$ cat src/rtl/isa_pkg.sv
// isa_pkg: opcode encodings, flag bit positions and halt FSM states shared by the EX result stage.
package isa_pkg;
    localparam int DW  = 16;
    localparam int RW  = 4;
    localparam int OPW = 4;
    localparam logic [3:0] OP_ADD    = 4'b0000;
    localparam logic [3:0] OP_SUB    = 4'b0001;
    localparam logic [3:0] OP_XOR    = 4'b0010;
    localparam logic [3:0] OP_RED    = 4'b0011;
    localparam logic [3:0] OP_SLL    = 4'b0100;
    localparam logic [3:0] OP_SRA    = 4'b0101;
    localparam logic [3:0] OP_ROR    = 4'b0110;
    localparam logic [3:0] OP_PADDSB = 4'b0111;
    localparam logic [3:0] OP_LW     = 4'b1000;
    localparam logic [3:0] OP_SW     = 4'b1001;
    localparam logic [3:0] OP_LLB    = 4'b1010;
    localparam logic [3:0] OP_LHB    = 4'b1011;
    localparam logic [3:0] OP_B      = 4'b1100;
    localparam logic [3:0] OP_BR     = 4'b1101;
    localparam logic [3:0] OP_PCS    = 4'b1110;
    localparam logic [3:0] OP_HLT    = 4'b1111;
    localparam int FLG_Z = 0;
    localparam int FLG_V = 1;
    localparam int FLG_N = 2;
    typedef enum logic [1:0] {
        ST_RUN    = 2'd0,
        ST_DRAIN  = 2'd1,
        ST_HALTED = 2'd2
    } state_t;
endpackage

$ cat src/rtl/flag_unit.sv
// flag_unit: combinational next-value logic for the Z/V/N flags, selected by opcode.
module flag_unit
    import isa_pkg::*;
#(
    parameter int DW = 16
) (
    input  logic [3:0]    opcode,
    input  logic [DW-1:0] result,
    input  logic          ovf,
    input  logic [2:0]    cur_flags,
    output logic [2:0]    next_flags,
    output logic          upd_en
);
    logic arith;
    logic zonly;
    assign arith = (opcode == OP_ADD) || (opcode == OP_SUB);
    assign zonly = (opcode == OP_XOR) || (opcode == OP_SLL) || (opcode == OP_SRA) || (opcode == OP_ROR);
    always_comb begin
        next_flags        = cur_flags;
        next_flags[FLG_Z] = (arith || zonly) ? ~|result : cur_flags[FLG_Z];
        next_flags[FLG_N] = arith ? result[DW-1] : cur_flags[FLG_N];
        next_flags[FLG_V] = arith ? ovf : cur_flags[FLG_V];
        upd_en            = arith || zonly;
    end
endmodule

$ cat src/rtl/ex_result_stage.sv
// ex_result_stage: EX/MEM result register with Z/V/N flags, stall/flush handling and a halt FSM
// that drains HLT and then freezes the stage until reset.
module ex_result_stage
    import isa_pkg::*;
#(
    parameter int DW  = 16,
    parameter int RW  = 4,
    parameter int OPW = 4
) (
    input  logic           clk,
    input  logic           rst,
    input  logic           in_valid,
    input  logic [OPW-1:0] in_opcode,
    input  logic [DW-1:0]  in_result,
    input  logic           in_ovf,
    input  logic [RW-1:0]  in_dst,
    input  logic           in_wr_en,
    input  logic           stall,
    input  logic           flush,
    output logic           out_valid,
    output logic [DW-1:0]  out_result,
    output logic [RW-1:0]  out_dst,
    output logic           out_wr_en,
    output logic           flag_z,
    output logic           flag_v,
    output logic           flag_n,
    output logic           halted
);
    state_t     state;
    state_t     state_nx;
    logic [2:0] flags;
    logic [2:0] flags_nx;
    logic       upd_en;
    logic       accept;
    logic       is_hlt;

    assign accept = in_valid && !stall && !flush && (state == ST_RUN);
    assign is_hlt = (in_opcode == OP_HLT);

    flag_unit #(.DW(DW)) u_flag_unit (
        .opcode     (in_opcode),
        .result     (in_result),
        .ovf        (in_ovf),
        .cur_flags  (flags),
        .next_flags (flags_nx),
        .upd_en     (upd_en)
    );

    always_comb begin
        state_nx = state;
        case (state)
            ST_RUN:   state_nx = (accept && is_hlt) ? ST_DRAIN : ST_RUN;
            ST_DRAIN: state_nx = stall ? ST_DRAIN : ST_HALTED;
            default:  state_nx = ST_HALTED;
        endcase
    end

    // A stalled edge holds everything, FSM state included, regardless of flush.
    always_ff @(posedge clk) begin
        if (rst) begin
            state      <= ST_RUN;
            out_valid  <= 1'b0;
            out_result <= '0;
            out_dst    <= '0;
            out_wr_en  <= 1'b0;
            flags      <= '0;
        end else if (!stall) begin
            state     <= state_nx;
            out_valid <= accept;
            out_wr_en <= accept && in_wr_en && !is_hlt;
            if (accept) begin
                out_result <= in_result;
                out_dst    <= in_dst;
            end
            if (accept && upd_en)
                flags <= flags_nx;
        end
    end

    assign flag_z = flags[FLG_Z];
    assign flag_v = flags[FLG_V];
    assign flag_n = flags[FLG_N];
    assign halted = (state == ST_HALTED);
endmodule
$ cat config.mk
export PLATFORM = sky130hd
export DESIGN_NAME = ex_result_stage
export DESIGN_NICKNAME = d
export VERILOG_FILES = /design/src/rtl/isa_pkg.sv /design/src/rtl/flag_unit.sv /design/src/rtl/ex_result_stage.sv
export SDC_FILE = /design/constraint.sdc
export NUM_CORES = 1
export LEC_CHECK = 0
export CAP_MARGIN = 20
export CORE_MARGIN = 3
export CORE_UTILIZATION = 41
export CTS_BUF_LIST = sky130_fd_sc_hd__clkbuf_4 sky130_fd_sc_hd__clkbuf_8
export CTS_CLUSTER_DIAMETER = 60
export DETAILED_ROUTE_END_ITERATION = 8
export GPL_ROUTABILITY_DRIVEN = 1
export GPL_TIMING_DRIVEN = 1
export PLACE_DENSITY_LB_ADDON = 0.2
export SLEW_MARGIN = 20
export SYNTH_ARGS = -nofsm -noshare
export SYNTH_HDL_FRONTEND = slang
export SYNTH_SLANG_ARGS = --single-unit
$ cat constraint.sdc
create_clock -name clk -period 2.3 [get_ports clk]
set_clock_uncertainty 0.2 [all_clocks]
set_input_delay 0.46 -clock clk [delete_from_list [all_inputs] [get_ports clk]]
set_output_delay 0.46 -clock clk [all_outputs]
set_load 0.01 [all_outputs]
# Yosys cells after proc, flatten, opt, wreduce, memory -nomap -nowiden
# Index checks and enable logic that the tools add are counted.
# W data, S select, Z words.
[op_classes] n_eq_ne=7 n_mux=2 bitwise=1 reduce_logical=22
[ops] op="$reduce_or A16 Y1" n=1
[ops] op="$eq A4 B3 Y1 const B" n=3
[ops] op="$logic_and A1 B1 Y1" n=7
[ops] op="$reduce_and A3 Y1" n=2
[ops] op="$logic_or A1 B1 Y1" n=5
[ops] op="$eq A4 B1 Y1 const B" n=1
[ops] op="$eq A4 B2 Y1 const B" n=1
[ops] op="$eq A4 B4 Y1 const B" n=1
[ops] op="$logic_not A1 Y1" n=4
[ops] op="$logic_not A4 Y1" n=1
[ops] op="$eq A2 B2 Y1 const B" n=1
[ops] op="$logic_not A2 Y1" n=1
[ops] op="$mux W2" n=1
[ops] op="$reduce_and A2 Y1" n=1
[ops] op="$mux W1" n=1
[ops] op="$not A1 Y1" n=1
[totals] ff_bits=27

# Depth between registers and ports, before layout
# Gate-level depths: netlist of run 1.
[logic_depth] depth_word=7 depth_mapped=5 depth_no_buf=3

# Cells and area by module
# A second synthesis of run 1 with hierarchy kept.
[unflattened] cells_unflattened=153 area_unflattened_um2=1323.8
[modules_own_cells] mod="ex_result_stage" instances=1 cells_each=142 area_per_inst_um2=1216.2 seq_area_each_um2=540.5
[modules_own_cells] mod="flag_unit" instances=1 cells_each=11 area_per_inst_um2=107.6 seq_area_each_um2=0.0

# Worst setup path after synthesis of run 1
# No wires, ideal clock.
[synth_timing] path_type="in2reg" startpoint="input in_valid" endpoint="register flags[1]" setup_time_ns=0.132 t_arrival_ns=1.421 path_slack_ns=0.547 stages=4 path_cell_list="buf_2 or4b_2 o21ai_0 a21oi_1"
[synth_between] elab_chain_cells=5
[synth_lines] element="start, declared" line="ex_result_stage.sv:12" text="input logic in_valid,"
[synth_lines] element="$logic_and A1 B1 Y1 (3 in series)" line="ex_result_stage.sv:37" text="assign accept = in_valid && !stall && !flush && (state == ST_RUN);"
[synth_lines] element="$logic_and A1 B1 Y1" line="ex_result_stage.sv:75" text="if (accept && upd_en)"
[synth_lines] element="$reduce_and A3 Y1 (no source line)"
[synth_lines] element="end signal, assigned" line="ex_result_stage.sv:76" text="flags <= flags_nx;"
[synth_lines] element="end, declared" line="ex_result_stage.sv:31" text="logic [2:0] flags;"
# Every way passes these cells.
# A chain may end at the register's enable or synchronous reset.

# Worst setup path after layout of run 1
[layout_timing] startpoint="register state[1]" endpoint="output halted"
[layout_between] elab_chain_cells=1
[layout_lines] element="start, declared" line="ex_result_stage.sv:29" text="state_t state;"
[layout_lines] element="start signal, assigned" line="ex_result_stage.sv:68" text="state <= state_nx;"
[layout_lines] element="$eq A2 B2 Y1" line="ex_result_stage.sv:83" text="assign halted = (state == ST_HALTED);"
[layout_lines] element="end, declared" line="ex_result_stage.sv:27" text="output logic halted"
# Every way passes these cells.

==> impl_metrics.json, run 1 <==
{
  "p_int_uw": 649.8,
  "clk_latency_ps": 310,
  "die_x_um": 58.67,
  "arrival_ps": 1480,
  "post_cts_buffers": 0,
  "critPathLaunch": "state[1]",
  "gp_congestion": 0.7727,
  "fin_area_um2": 1754,
  "path_max_fanout": 6,
  "required_ps": 1640,
  "synth.lib_cells_used.distinct": 24,
  "num_io_pins": 57,
  "timing.hold.ws_ps": 276.0,
  "drtAntennaViolNets": 0,
  "seqPwrFrac_pct": 57.1,
  "holdCritPathClass": "reg -> reg",
  "grt_util_all_layers_pct": 18.78,
  "maxCapViolCount": 0,
  "pre_cts_slack_ps": 81.57,
  "switching_share_pct": 23.76,
  "crit_path_start_kind": "flip-flop",
  "ctsHoldBuffers": 0,
  "ys_ff_latch": 27,
  "clkTransAtPathRegs_ps": 130,
  "synthTopCellsByArea": "dfxtp_1, a21oi_1, nand3_1, o21ai_0, o21ai_1",
  "setup_viol": 0,
  "slew_headroom_pct": 62.87,
  "p_clk_share_pct": 24.1,
  "synthArstFlopShare_pct": 0,
  "post-route-util_pct": 68.32,
  "syn-num-nets": 167,
  "cts-root-buf": "clkbuf_4",
  "dr.pass1.iters": 4,
  "power_density_nw_per_um2": 485.9,
  "grt_pass1_wl_um": 5023,
  "initial_utilization_pct": 44.30,
  "port_buffers": 56,
  "p_total_uw": 852.4,
  "first_global_vias": 1172,
  "avgRoutedWirePerCell_um": 14.27,
  "core_area_um2": 2567,
  "period_minus_slack_ps": 2142,
  "area_delta_synth_final_pct": 54.24,
  "dpl.cell_count": 217,
  "worst_slew_pin_slew_ps": 556.4,
  "yosysTopAreaCell": "dfxtp_1",
  "fin_crit_sh_pct": 93.11,
  "rows": 18,
  "clock-sinks": 27,
  "cts_resized": 0,
  "die_y_um": 58.67,
  "instances_no_fill": 221,
  "overflow": 0,
  "drt_iter0_drc": 48,
  "grt_max_degree": 27,
  "synthCells": 136,
  "timing.fmax_mhz": 466.9,
  "p_sw_uw": 202.5,
  "dpl_cell_area_um2": 1724,
  "die-area_um2": 3442,
  "synth_edf_count": 0,
  "hold_path.startpoint": "out_wr_en",
  "final_cell_mix": "clkdlybuf4s50_1, dfxtp_1, a21oi_1",
  "routed_wirelength_um": 3153,
  "dp_hpwl_um": 2358,
  "yosysTopAreaCellShare_pct": 47.52,
  "cts_max_level": 1,
  "synth_area_per_cell_um2": 8.363,
  "final_max_slew_viol_count": 0,
  "setup-tns-final_ps": 0,
  "worst_slack_ps": 158.4,
  "tritoncts": "done",
  "routed_via_density": 5.529,
  "ys.flop_type": "dfxtp_1",
  "cts_buffers": 3,
  "ir_worst_vdd_uv": 346.1,
  "timing.rr.start": "state[0]",
  "cts_buffer_depth": 2,
  "layout.cells.most_common": "clkdlybuf4s50_1",
  "layout.nets": 223,
  "criticalPathCategory": "reg -> out",
  "status": "complete, no violations",
  "p_leak_nw": 0.5866,
  "rsz0062_at_grt": "no",
  "power_frac_comb_pct": 18.8,
  "post-route-drc-count": 0,
  "num_antenna_cells": 0,
  "vias": 1222,
  "critical_path.endpoint_type": "primary output",
  "yosysWarnings": 0,
  "hold_viol": 0,
  "drive_gt1_share_pct": 7.330,
  "synth_area_um2": 1137,
  "ys_seq_area_share_pct": 47.52,
  "antenna_found_initial": 0
}
==> cells by family after synthesis <==
family,after synthesis,share of synthesized area [%]
compound gates,51,23.32
simple gates,43,22.55
flops,27,47.52
buf+inv,15,6.600
==> cell type report <==
type | count | area, µm²
fillers | 217 | 813.3
repair buffers | 63 | 613.1
flip-flops and latches | 27 | 540.5
multi-input cells | 94 | 521.8
well taps | 30 | 37.54
clock buffers | 4 | 30.03
inverters | 3 | 11.26
==> cells in the mapped netlist, types with 2 or more instances <==
cell type and number:
nand2_1 2, o21ai_0 12, o21ai_1 11, buf_6 2
inv_1 3, a21oi_1 25, clkbuf_1 7, dfxtp_1 27
nor4_1 4, buf_2 3, nand4_1 4, nand3_1 22
nor2_1 3
==> power by group through the flow <==
stage	Combinational, mW	Sequential [mW]	Clock, mW
after global routing	0.173	0.489	0.235
final	0.160	0.487	0.205
after detailed placement	0.160	0.497	0
after floorplan	0.0549	0.503	0
after global placement	0.158	0.497	0
after CTS	0.161	0.487	0.215
==> state kept, by name, indices dropped and copies added (netlist names) <==
register / count
flags: 3
out_dst: 4
out_result: 16
out_valid: 1
out_wr_en: 1
state: 2
==> routing by layer <==
layer / track usage (%) / vias up / wire length, µm
li1: - / 611 / -
met3: 3.289 / 2 / 262
met1: 23.14 / 559 / 1368
met2: 32.70 / 50 / 1504
met5: 0 / - / 0
met4: 6.796 / 0 / 19
==> path summary, 6_finish.rpt <==
check	end	slack, ps	cells after the start
setup reg to reg	state[0]	550	3
setup / recovery	halted	160	2
hold reg to reg	out_wr_en	280	2
hold / removal	out_wr_en	280	2
==> critical path, cell delays in order (launching register included) <==
cell,delay (ps)
dfxtp_1,480
nor2b_1,160
clkdlybuf4s50_1,540
Note: power is estimated with default switching activity, not from simulation.
==> run 2, diff against run 1 <==
- clock period: 2.3 -> 2 ns (I/O delays scaled with it)
==> run 2 against run 1 <==
Core utilization is 0.73 points higher. Setup slack worse by 14 ps. Critical path type is now in -> reg. Routed wire length is 4.6% higher. Count of clock-buffer cells in the layout stayed put.
==> impl_metrics.json, run 2 (synthesis results as in run 1) <==
{
  "clk_latency_ps": 320,
  "top_regs": "out_result: 16 flops, out_dst: 4 flops, flags: 3 flops",
  "dpl.cell_count": 219,
  "num_antenna_cells": 0,
  "overflow": 0,
  "status": "complete, no violations",
  "gp_congestion": 0.7611,
  "p_int_uw": 748.9,
  "drtAntennaViolNets": 0,
  "critical_path.endpoint_type": "flip-flop",
  "routed_via_density": 5.641,
  "worst_slew_pin_slew_ps": 562.7,
  "first_global_vias": 1211,
  "final_cell_mix": "clkdlybuf4s50_1, a21oi_1, dfxtp_1",
  "die_x_um": 58.67,
  "power_frac_comb_pct": 19.0,
  "setup_viol": 0,
  "largest-register": "out_result",
  "die-area_um2": 3442,
  "clkTransAtPathRegs_ps": 140,
  "timing.hold.ws_ps": 273.5,
  "grt_max_degree": 27,
  "instances_no_fill": 223,
  "criticalPathCategory": "in -> reg",
  "crit_path_start_kind": "input pin",
  "clock-sinks": 27,
  "ir_worst_vdd_uv": 396.0,
  "post-route-util_pct": 69.05,
  "pre_cts_slack_ps": -165.9,
  "initial_utilization_pct": 44.30,
  "p_sw_uw": 251.7,
  "antenna_found_initial": 0,
  "arrival_ps": 1930,
  "grt_pass1_wl_um": 5416,
  "cts_max_level": 1,
  "largest_register_ffs": 16,
  "maxCapViolCount": 0,
  "p_clk_share_pct": 25.2,
  "area_delta_synth_final_pct": 55.89,
  "vias": 1258,
  "period_minus_slack_ps": 1856,
  "worst_slack_ps": 144.0,
  "tritoncts": "done",
  "grt_util_all_layers_pct": 19.98,
  "cts_buffer_depth": 2,
  "drt_iter0_drc": 38,
  "dp_hpwl_um": 2400,
  "p_leak_nw": 0.6027,
  "power_density_nw_per_um2": 564.3,
  "num_io_pins": 57,
  "layout.nets": 225,
  "seqPwrFrac_pct": 55.8,
  "required_ps": 2080,
  "die_y_um": 58.67,
  "dr.pass1.iters": 4,
  "port_buffers": 56,
  "post-route-drc-count": 0,
  "hold_viol": 0,
  "final_max_slew_viol_count": 0,
  "rows": 18,
  "cts-root-buf": "clkbuf_4",
  "path_max_fanout": 26,
  "cts_buffers": 3,
  "slew_headroom_pct": 62.44,
  "layout.cells.most_common": "clkdlybuf4s50_1",
  "avgRoutedWirePerCell_um": 14.79,
  "timing.fmax_mhz": 538.8,
  "switching_share_pct": 25.15,
  "drive_gt1_share_pct": 9.326,
  "ctsHoldBuffers": 0,
  "fin_crit_sh_pct": 92.80,
  "routed_wirelength_um": 3299,
  "holdCritPathClass": "reg -> reg",
  "core_area_um2": 2567,
  "rsz0062_at_grt": "no"
}
run 2: changes by cell type in the layout (fill, tap and decap cells not counted), sizes merged:
cell / previous run / this run
clkdlybuf4s50: 56 / 55
buf: 7 / 9
dlygate4sd2: 0 / 1
run 2: per-layer routing:
| metal | GRT usage (%) | vias up | part of all wire, % |
|---|---|---|---|
| met5 | 0 | - | 0 |
| met4 | 8.414 | 0 | 0.58 |
| met3 | 3.947 | 2 | 9.0 |
| met2 | 32.38 | 57 | 48 |
| met1 | 25.88 | 579 | 43 |
| li1 | - | 620 | - |
run 2: worst paths after layout:
kind                            startpoint   endpoint  cells after the start  slack (ps)
worst min register to register   out_wr_en  out_wr_en                      2         270
worst max-delay path              in_valid   state[0]                      5         140
worst min-delay path             out_wr_en  out_wr_en                      2         270
worst max register to register    state[0]   state[0]                      3         280
run 2: critical path, cell delays in order:
cell and delay (ps):
clkdlybuf4s50_1 470, buf_4 270, inv_1 330, o31ai_1 310, and2b_1 140
run 2: per-stage QoR:
stage | instance area (µm²) | power [mW] | TNS [ps]
after floorplan | 1137 | 0.6415 | 0
after global placement | 1739 | 0.7560 | -1774
after detailed placement | 1739 | 0.7599 | -2579
after CTS | 1773 | 1.004 | 0
after global routing | 1773 | 1.047 | 0
final | 1773 | 1.001 | 0
run 2: what timing repair did:
action | in CTS | in global routing
hold endpoints to repair | 0 | 0
buffers inserted | 0 | 0
gates resized for setup | 4 | 0
setup endpoints to repair | 1 | 0
run 2: final cells by class:
cell class	instances	area (µm²)
clock buffer	4	30.03
fill	225	794.5
inverter	3	11.26
multi-input combinational	94	521.8
sequential	27	545.5
tap	30	37.54
timing repair buffer	65	626.9
run 2: power by group through the flow:
stage          Combinational, mW  Sequential (mW)  Clock [mW]
6_report                   0.190            0.559       0.252
5_1_grt                    0.204            0.561       0.282
4_1_cts                    0.189            0.559       0.256
3_5_place_dp               0.188            0.572           0
3_3_place_gp               0.184            0.572           0
2_1_floorplan             0.0632            0.578           0
==> run 3, diff against run 2 <==
- CORE_MARGIN: 3 -> default
==> run 3 against run 2 <==
Setup slack improved by 1.9 ps. Global-route usage increased by 3.0 points. Core utilization increased by 0.81 points. Sequential power about the same. Non-clock buffer count increased by 1. Cell count increased by 0.45%. Design area increased by 0.28%. Highest routed layer unchanged.
==> impl_metrics.json, run 3 (synthesis results as in run 1) <==
{
  "cts_buffer_depth": 2,
  "multi_input_area_um2": 521.8,
  "die_x_um": 54.67,
  "p_clk_share_pct": 24.1,
  "port_buffers": 56,
  "ir_worst_vdd_uv": 402.3,
  "switching_share_pct": 25.69,
  "required_ps": 1400,
  "maxCapViolCount": 0,
  "grt_util_all_layers_pct": 22.99,
  "fin_crit_sh_pct": 92.71,
  "setup-tns-final_ps": 0,
  "drtAntennaViolNets": 0,
  "grt_max_degree": 27,
  "timing.hold.ws_ps": 283.6,
  "die-area_um2": 2989,
  "fin_area_um2": 1778,
  "cts-root-buf": "clkbuf_4",
  "die_y_um": 54.67,
  "power_frac_comb_pct": 19.3,
  "criticalPathCategory": "reg -> out",
  "timing.fmax_mhz": 539.3,
  "critical_path.endpoint_type": "primary output",
  "dpl.cell_count": 220,
  "dpl_cell_area_um2": 1747,
  "cp.buffers_inverters": 1,
  "layout.nets": 226,
  "initial_utilization_pct": 44.69,
  "power_density_nw_per_um2": 555.2,
  "layout.cells.most_common": "clkdlybuf4s50_1",
  "num_antenna_cells": 0,
  "p_int_uw": 733.6,
  "top_regs": "out_result: 16 flops, out_dst: 4 flops, flags: 3 flops",
  "largest_register_ffs": 16,
  "final_max_slew_viol_count": 0,
  "drt_iter0_drc": 26,
  "seqPwrFrac_pct": 56.6,
  "num_io_pins": 57,
  "gp_congestion": 0.8732,
  "regArea_um2": 545.5,
  "rows": 18,
  "critical_path.cell_chain": "clkdlybuf4s50_1",
  "slew_headroom_pct": 74.42,
  "crit_path_start_kind": "flip-flop",
  "status": "complete, no violations",
  "first_global_vias": 1182,
  "p_leak_nw": 0.6065,
  "dr.pass1.iters": 5,
  "ctsHoldBuffers": 0,
  "hold_viol": 0,
  "post_cts_buffers": 0,
  "clock-sinks": 27,
  "avgRoutedWirePerCell_um": 14.20,
  "drive_gt1_share_pct": 9.794,
  "period_minus_slack_ps": 1854,
  "tritoncts": "done",
  "cpPeakStageDelay_ps": 540,
  "largest-register": "out_result",
  "vias": 1265,
  "instances_no_fill": 224,
  "path_max_fanout": 2,
  "overflow": 0,
  "fillCellCount": 223,
  "core_area_um2": 2545,
  "path_delay_family": "buffers and inverters",
  "cts_buffers": 3,
  "antenna_found_initial": 0,
  "clkTransAtPathRegs_ps": 150,
  "holdCritPathClass": "reg -> reg",
  "slowest_stage": "clkdlybuf4s50_1",
  "final_cell_mix": "clkdlybuf4s50_1, a21oi_1, dfxtp_1",
  "routed_wirelength_um": 3181,
  "dp_hpwl_um": 2352,
  "rsz0062_at_grt": "no",
  "worst_slew_pin_slew_ps": 378.4,
  "cts_max_level": 1,
  "grt_pass1_wl_um": 4864,
  "area_delta_synth_final_pct": 56.33,
  "arrival_ps": 1250,
  "clk_latency_ps": 330,
  "routed_via_density": 5.647,
  "p_sw_uw": 253.6,
  "setup_viol": 0,
  "post-route-drc-count": 0
}
-- run 3: changes by cell type in the layout (fill, tap and decap cells not counted) --
cell      previous run  this run
clkbuf_4             4         3
clkinv_2             0         1
buf_4                9        10
-- run 3: power by group through the flow --
stage          registers [mW]  clock network [mW]  logic, mW
2_1_floorplan           0.578                   0     0.0632
3_3_place_gp            0.571                   0      0.186
3_5_place_dp            0.572                   0      0.189
4_1_cts                 0.559               0.246      0.190
5_1_grt                 0.561               0.268      0.206
6_report                0.559               0.238      0.190
-- run 3: worst reg2reg max path, cell delays in order, from the launching register on --
cell	delay [ps]
dfxtp_2	390
or4_4	680
o31ai_1	270
and2b_1	140
-- run 3: repair_timing --
action | in CTS | in global routing
gates resized for setup | 4 | 0
setup endpoints to repair | 1 | 0
hold endpoints to repair | 0 | 0
-- run 3: final cells by class --
cell class              count  share of cell area, %
inverters                   3                 0.6334
clock inverters             1                 0.2815
repair buffers             66                  35.68
multi-input cells          94                  29.35
clock buffers               3                  1.267
well taps                  30                  2.111
flip-flops and latches     27                  30.68
-- run 3: final timing paths --
| kind | from | endpoint | slack (ps) | depth (start not counted) |
|---|---|---|---|---|
| worst min register to register | out_wr_en | out_wr_en | 280 | 2 |
| worst max-delay path | out_valid | out_valid | 150 | 1 |
| worst max register to register | state[0] | state[0] | 270 | 3 |
| worst min-delay path | out_wr_en | out_wr_en | 280 | 2 |
-- run 3: stage by stage --
step | setup WS (ps) | power, mW | utilization (%)
detailed placement | -202.9 | 0.7613 | 68.63
CTS | 139.9 | 0.9958 | 69.86
global placement | -127.0 | 0.7575 | 68.63
global route | 103.9 | 1.034 | 69.86
floorplan | 307.3 | 0.6415 | -
finish | 145.9 | 0.9872 | 69.86
-- run 3: per-layer routing --
metal	track usage, %	share of wire, %	vias up
li1	-	-	619
met1	24.83	40	583
met2	41.97	52	58
met3	5.556	7.2	5
met4	9.402	1.2	0
met5	0	0	-
